--- config.mk ---
export PLATFORM = sky130hd
export DESIGN_NAME = branch_predict_unit
export DESIGN_NICKNAME = d
export VERILOG_FILES = /design/src/rtl/branch_predict_unit.sv
export SDC_FILE = /design/constraint.sdc
export NUM_CORES = 2
export LEC_CHECK = 0
export BUFFER_PORTS_ARGS = -buffer_cell sky130_fd_sc_hd__buf_2
export CAP_MARGIN = 10
export CORE_MARGIN = 5
export CORE_UTILIZATION = 45
export DETAILED_ROUTE_END_ITERATION = 10
export SLEW_MARGIN = 40
export SYNTH_ARGS = -nofsm -noshare
export SYNTH_HDL_FRONTEND = slang
export SYNTH_SLANG_ARGS = --single-unit
--- constraint.sdc ---
create_clock -name clka -period 46.4 [get_ports clka]
set_input_delay 2.32 -clock clka [delete_from_list [all_inputs] [get_ports clka]]
set_output_delay 2.32 -clock clka [all_outputs]
set_load 0.01 [all_outputs]
--- src/rtl/branch_predict_unit.sv ---
// Gshare branch predictor: 2-bit PHT indexed by PC^GHR, with D->E->M
// prediction tracking, retired-history GHR, flush on mispredict, stats.
// Ports: clka, rst (async high), stall, branchD, pcD, actual_takeM ->
//   pred_takeD, pred_takeM, branchM, mispredM, branch_cnt, mispred_cnt.
module branch_predict_unit #(
  parameter int GHR_W = 8
) (
  input  logic        clka,
  input  logic        rst,
  input  logic        stall,
  input  logic        branchD,
  input  logic [31:0] pcD,
  input  logic        actual_takeM,
  output logic        pred_takeD,
  output logic        pred_takeM,
  output logic        branchM,
  output logic        mispredM,
  output logic [15:0] branch_cnt,
  output logic [15:0] mispred_cnt
);

  localparam int DEPTH = 2 ** GHR_W;

  logic [1:0]       r_pht [DEPTH];
  logic [GHR_W-1:0] r_ghr;
  logic             r_e_vld;
  logic             r_e_pred;
  logic [GHR_W-1:0] r_e_idx;
  logic             r_m_vld;
  logic             r_m_pred;
  logic [GHR_W-1:0] r_m_idx;
  logic [15:0]      r_br_cnt;
  logic [15:0]      r_mis_cnt;

  logic [GHR_W-1:0] w_idx_d;
  logic             w_upd;
  logic             w_flush;
  logic [1:0]       w_ctr;
  logic [1:0]       w_ctr_nxt;
  logic             w_unused;

  assign w_unused = ^{pcD[31:GHR_W+2], pcD[1:0]};

  assign w_idx_d    = pcD[GHR_W+1:2] ^ r_ghr;
  // Read is taken from the current array, so a same-cycle M write is
  // not visible here until the next cycle.
  assign pred_takeD = branchD & r_pht[w_idx_d][1];

  assign branchM    = r_m_vld;
  assign pred_takeM = r_m_pred;
  assign mispredM   = r_m_vld & (actual_takeM ^ r_m_pred);

  assign w_upd   = r_m_vld & ~stall;
  assign w_flush = mispredM;

  assign branch_cnt  = r_br_cnt;
  assign mispred_cnt = r_mis_cnt;

  always_comb begin
    w_ctr     = r_pht[r_m_idx];
    w_ctr_nxt = w_ctr;
    if (actual_takeM) begin
      if (w_ctr != 2'b11) w_ctr_nxt = w_ctr + 2'b01;
    end else begin
      if (w_ctr != 2'b00) w_ctr_nxt = w_ctr - 2'b01;
    end
  end

  always_ff @(posedge clka or posedge rst) begin
    if (rst) begin
      for (int i = 0; i < DEPTH; i++) r_pht[i] <= 2'b01;
    end else if (w_upd) begin
      r_pht[r_m_idx] <= w_ctr_nxt;
    end
  end

  always_ff @(posedge clka or posedge rst) begin
    if (rst) begin
      r_ghr <= '0;
    end else if (w_upd) begin
      r_ghr <= {r_ghr[GHR_W-2:0], actual_takeM};
    end
  end

  // Anything younger than a mispredicted branch is wrong-path work.
  always_ff @(posedge clka or posedge rst) begin
    if (rst) begin
      r_e_vld  <= 1'b0;
      r_e_pred <= 1'b0;
      r_e_idx  <= '0;
      r_m_vld  <= 1'b0;
      r_m_pred <= 1'b0;
      r_m_idx  <= '0;
    end else if (!stall) begin
      r_e_vld  <= branchD & ~w_flush;
      r_e_pred <= pred_takeD;
      r_e_idx  <= w_idx_d;
      r_m_vld  <= r_e_vld & ~w_flush;
      r_m_pred <= r_e_pred;
      r_m_idx  <= r_e_idx;
    end
  end

  always_ff @(posedge clka or posedge rst) begin
    if (rst) begin
      r_br_cnt  <= '0;
      r_mis_cnt <= '0;
    end else if (!stall) begin
      if (r_m_vld && r_br_cnt != 16'hFFFF)
        r_br_cnt <= r_br_cnt + 16'd1;
      if (w_flush && r_mis_cnt != 16'hFFFF)
        r_mis_cnt <= r_mis_cnt + 16'd1;
    end
  end

endmodule

---- Yosys cells after proc, flatten, opt, wreduce, memory -nomap -nowiden ----
Cells that the tools add are included.
W data, S select, Z words.
storage, ports and cells
  register bits ........................... 572
  output and inout port bits .............. 36
operators by class
  add/subtract/negate cells ............... 4
  $lt $le $gt $ge ......................... 3
  equality and inequality tests ........... 3
  multiplexer cells ....................... 12
  bitwise gates (word level) .............. 11
  reduce and logical (&&, ||, !) cells .... 6
operators by type and width
  operator                 number
  $bwmux W512              1
  $add A16 B1 Y16 const B  2
  $bmux W2 S8              2
  $ne A16 B16 Y1 const B   2
  $ge A9 B9 Y1 const B     2
  $not A8 Y9               2
  $demux W2 S8             1
  $mux W2                  8
  $lt A9 B1 Y1 const B     1
  $xor A8 B8 Y8            1
  $and A1 B1 Y1            5
  $reduce_and A2 Y1        2
  $logic_and A1 B1 Y1      3
  $add A2 B1 Y2 const B    1
  $ne A2 B2 Y1 const B     1
  $not A1 Y1               2
  $reduce_bool A2 Y1       1
  $sub A2 B1 Y2 const B    1
  $xor A1 B1 Y1            1

---- Depth between registers and ports, before layout ----
  depth in word-level cells ............... 8
  mapped depth ............................ 15
  depth with buffers taken out ............ 9

---- Worst setup path after synthesis ----
No wires, ideal clock.
  path type ............................... input port to output port
  from .................................... input pcD[2]
  to ...................................... output pred_takeD
  arrival ................................. 4682 ps
  setup slack ............................. 39398 ps
  cell stages on the path ................. 10
  buffers on the path ..................... 3
  cell sequence ........................... xor2_1 -> buf_4 -> buf_4 -> buf_4 -> mux4_2 -> a22oi_1 -> a21oi_1 -> o2111ai_1 -> o2111ai_1 -> o21a_1
between the ends
  word-level cells in the longest chain between the ends .. 6
RTL lines
  what                                         RTL line  text
  start: declaration                           12        input logic [31:0] pcD,
  $xor A8 B8 Y8                                44        assign w_idx_d = pcD[GHR_W+1:2] ^ r_ghr;
  $not A8 Y9 (implied by the code)             47        assign pred_takeD = branchD & r_pht[w_idx_d][1];
  $bmux W2 S8                                  47
  $mux W2 (implied by the code) (2 in series)  47
  $and A1 B1 Y1                                47
  end: declaration                             14        output logic pred_takeD,
No other way between the ends. The select of a mux whose other input is x is not followed.

---- Worst setup path after layout ----
Ends and elaborated chain as after synthesis.

==> flow_metrics.tcl <==
set metrics [dict create \
    die_x_um 267 \
    p_per_area_nw_per_um2 56.9 \
    setup_viol 0 \
    whs_ns 0.466 \
    critPathLaunch "pcD[2]" \
    layout.nets 2783 \
    area_growth_pct 10.9 \
    post_cts_buffers 0 \
    grt_overflow 0 \
    avgSynthCellArea_um2 10.9 \
    grt_max_degree 121 \
    drc 0 \
    critPathRequiredTime_ns 44.08 \
    cts_buffers 61 \
    grt_usage 0.248 \
    timing.rr.start "r_m_idx[1]$_DFFE_PP0N_" \
    fmax_mhz 116 \
    cts_buffer_depth 3 \
    synthesis.nets 2768 \
    ctsResizeCount 0 \
    start_util 0.453 \
    yosysUniqueCellTypes 68 \
    vias_per_cell 5.97 \
    fin_area_um2 32900 \
    finalCriticalPeriod_ns 8.66 \
    yosysWarnings 0 \
    synth_seq_cells 572 \
    hp-class "register to register" \
    cts_root_buffer "clkbuf_16" \
    finalMaxSlewViolations 0 \
    critPathMaxFanout 20 \
    tritoncts "built" \
    crit_path_end_kind "output pin" \
    vias 21847 \
    hold_violations 0 \
    synth_ff_type "dfrtp_1" \
    instances_no_fill 3661 \
    dp_hpwl_um 58400 \
    worstSetupPathType "input port to output pin" \
    portBuffers 48 \
    syn-cell-area_um2 29700 \
    drt_iter0_markers 2195 \
    ys_seq_area_frac 0.493 \
    fin_util 0.502 \
    p_total_mw 1.87 \
    globalplace.congestion 0.948 \
    rsz0062_at_grt "no" \
    fin_tns_setup_ns 0 \
    peakVddDrop_uv 58.8 \
    ant_nets 0 \
    status "complete, no violations" \
    cap_viol_max_count 0 \
    pin_count 73 \
    drive_gt1_frac 0.338 \
    routed_wl_um 88300 \
    synth-edff-count 0 \
    clock_latency_ns 0.63 \
    coreArea_um2 65500 \
    postCtsHoldBufs 0 \
    dp.cells 3544 \
    clock_skew_ns 0.0153 \
    nFillCells 5757 \
    final.period_utilization 0.187 \
    grt_pass1_vias 21579 \
    dp_slack_ns 37.71 \
    die_h_um 267 \
    setup_slack_ns 37.74 \
    hold_start "r_pht[416]$_DFFE_PP1P_" \
    die-area_um2 71100 \
    grt_pass1_wl_um 136000 \
    async_reset_ff_frac 1.00 \
    wl_per_cell_um 24.1 \
    worstMarginPinSlew_ns 0.913 \
    synth_cells 2729 \
    grt_antenna_before_repair 3 \
    diodes 0 \
    clk_transition_reported_paths_ns 0.06 \
    total_leakage_power_nw 12.9 \
    rows 94 \
    relSlewSlack 0.387 \
    start_kind "input port" \
    placed_area_um2 30600 \
    cts_num_sinks 572 \
    drt_first_pass_iters 6 \
    htree_levels 2 \
    critPathArrivalTime_ns 6.34 \
]
## worst paths after layout
path / cells after the start / end / slack [ns]
worst min register to register: 2 / r_pht[416]$_DFFE_PP1P_ / 0.47
worst max-delay path: 12 / pred_takeD / 37.74
min in group asynchronous: 2 / r_pht[487]$_DFFE_PP0P_ / 1.76
worst min-delay path: 2 / r_pht[416]$_DFFE_PP1P_ / 0.47
max in group asynchronous: 4 / r_pht[203]$_DFFE_PP0P_ / 43.02
worst max register to register: 13 / r_pht[388]$_DFFE_PP1P_ / 39.88
## worst max-delay path: stages
cell	delay (ns)
buf_2	0.16
xor2_4	0.38
buf_4	0.42
buf_4	0.44
buf_12	0.27
mux4_2	0.54
mux4_2	0.49
a2111o_1	0.49
o211ai_1	0.12
o2111ai_1	0.25
o21a_1	0.25
buf_2	0.16
## flip-flops by register name (all words and copies together), names as in the netlist
register / count
branchM: 1
mispred_cnt: 16
pred_takeM: 1
branch_cnt: 16
r_m_idx: 8
r_pht: 512
r_e_vld: 1
r_ghr: 8
r_e_pred: 1
r_e_idx: 8
## cell type report
class | instances | area (µm²) | area share
multi-input cells | 1974 | 14000 | 0.425
well taps | 864 | 1080 | 0.0329
repair buffers | 123 | 925 | 0.0281
inverters | 12 | 52.6 | 0.00160
clock buffers | 91 | 1860 | 0.0566
flip-flops and latches | 572 | 14600 | 0.445
clock inverters | 25 | 357 | 0.0108
## kinds of logic (layout without fill, tap and decap cells)
group,Yosys count,count (layout),share of synthesized area
adders and majority gates,4,4,0.00169
buffers and inverters,183,251,0.0426
DFF,572,572,0.493
AOI/OAI and AO/OA,638,638,0.149
xor gates and xnor gates,45,45,0.0133
muxes,271,271,0.162
and+or+nand+nor,1016,1016,0.138
## cell usage in the layout, fill, tap and decap left out, types with 5 or more instances in the layout
master	netlist	layout
nand2_1	856	856
dfrtp_1	316	313
o21ai_0	280	280
dfstp_2	256	256
o21ai_2	239	239
mux4_2	157	157
mux2i_1	84	84
clkbuf_16	0	63
buf_4	19	62
a22oi_1	51	51
buf_2	45	48
nor2_1	44	35
mux2_2	25	25
xnor2_1	25	25
nand4_1	23	23
nand3_1	22	22
clkbuf_8	0	20
nor3_1	23	18
xor2_1	20	16
a21oi_1	15	15
clkinv_2	0	14
clkbuf_1	69	10
inv_1	10	9
nor2_2	0	9
bufinv_16	0	9
nor2b_1	9	7
and3_1	7	7
o2111ai_1	7	7
and2_1	6	6
o211ai_1	5	5
mux4_1	5	5
buf_6	9	5
## power by group
part	switching, mW	internal (mW)	total (mW)
registers	0.0445	0.560	0.605
logic	0.537	0.197	0.733
clock network	0.206	0.326	0.532
## cell usage after synthesis, types with 20 or more instances
master / number / share of area
clkbuf_1: 69 / 0.0087
o21ai_2: 239 / 0.071
xor2_1: 20 / 0.0059
xnor2_1: 25 / 0.0074
nor3_1: 23 / 0.0039
a22oi_1: 51 / 0.013
nand3_1: 22 / 0.0037
dfstp_2: 256 / 0.23
buf_2: 45 / 0.0076
mux2_2: 25 / 0.0095
nand4_1: 23 / 0.0049
o21ai_0: 280 / 0.047
dfrtp_1: 316 / 0.27
nand2_1: 856 / 0.11
mux4_2: 157 / 0.12
nor2_1: 44 / 0.0056
mux2i_1: 84 / 0.028
buf_12: 22 / 0.015
## per-layer routing
metal | vias up | part of all wire | track usage
met3 | 204 | 0.085 | 0.0513
met1 | 10906 | 0.42 | 0.352
met4 | 0 | 0.043 | 0.0969
li1 | 9815 | - | -
met2 | 922 | 0.45 | 0.377
met5 | - | 0 | 0
Power figures use the tool's default switching activity.
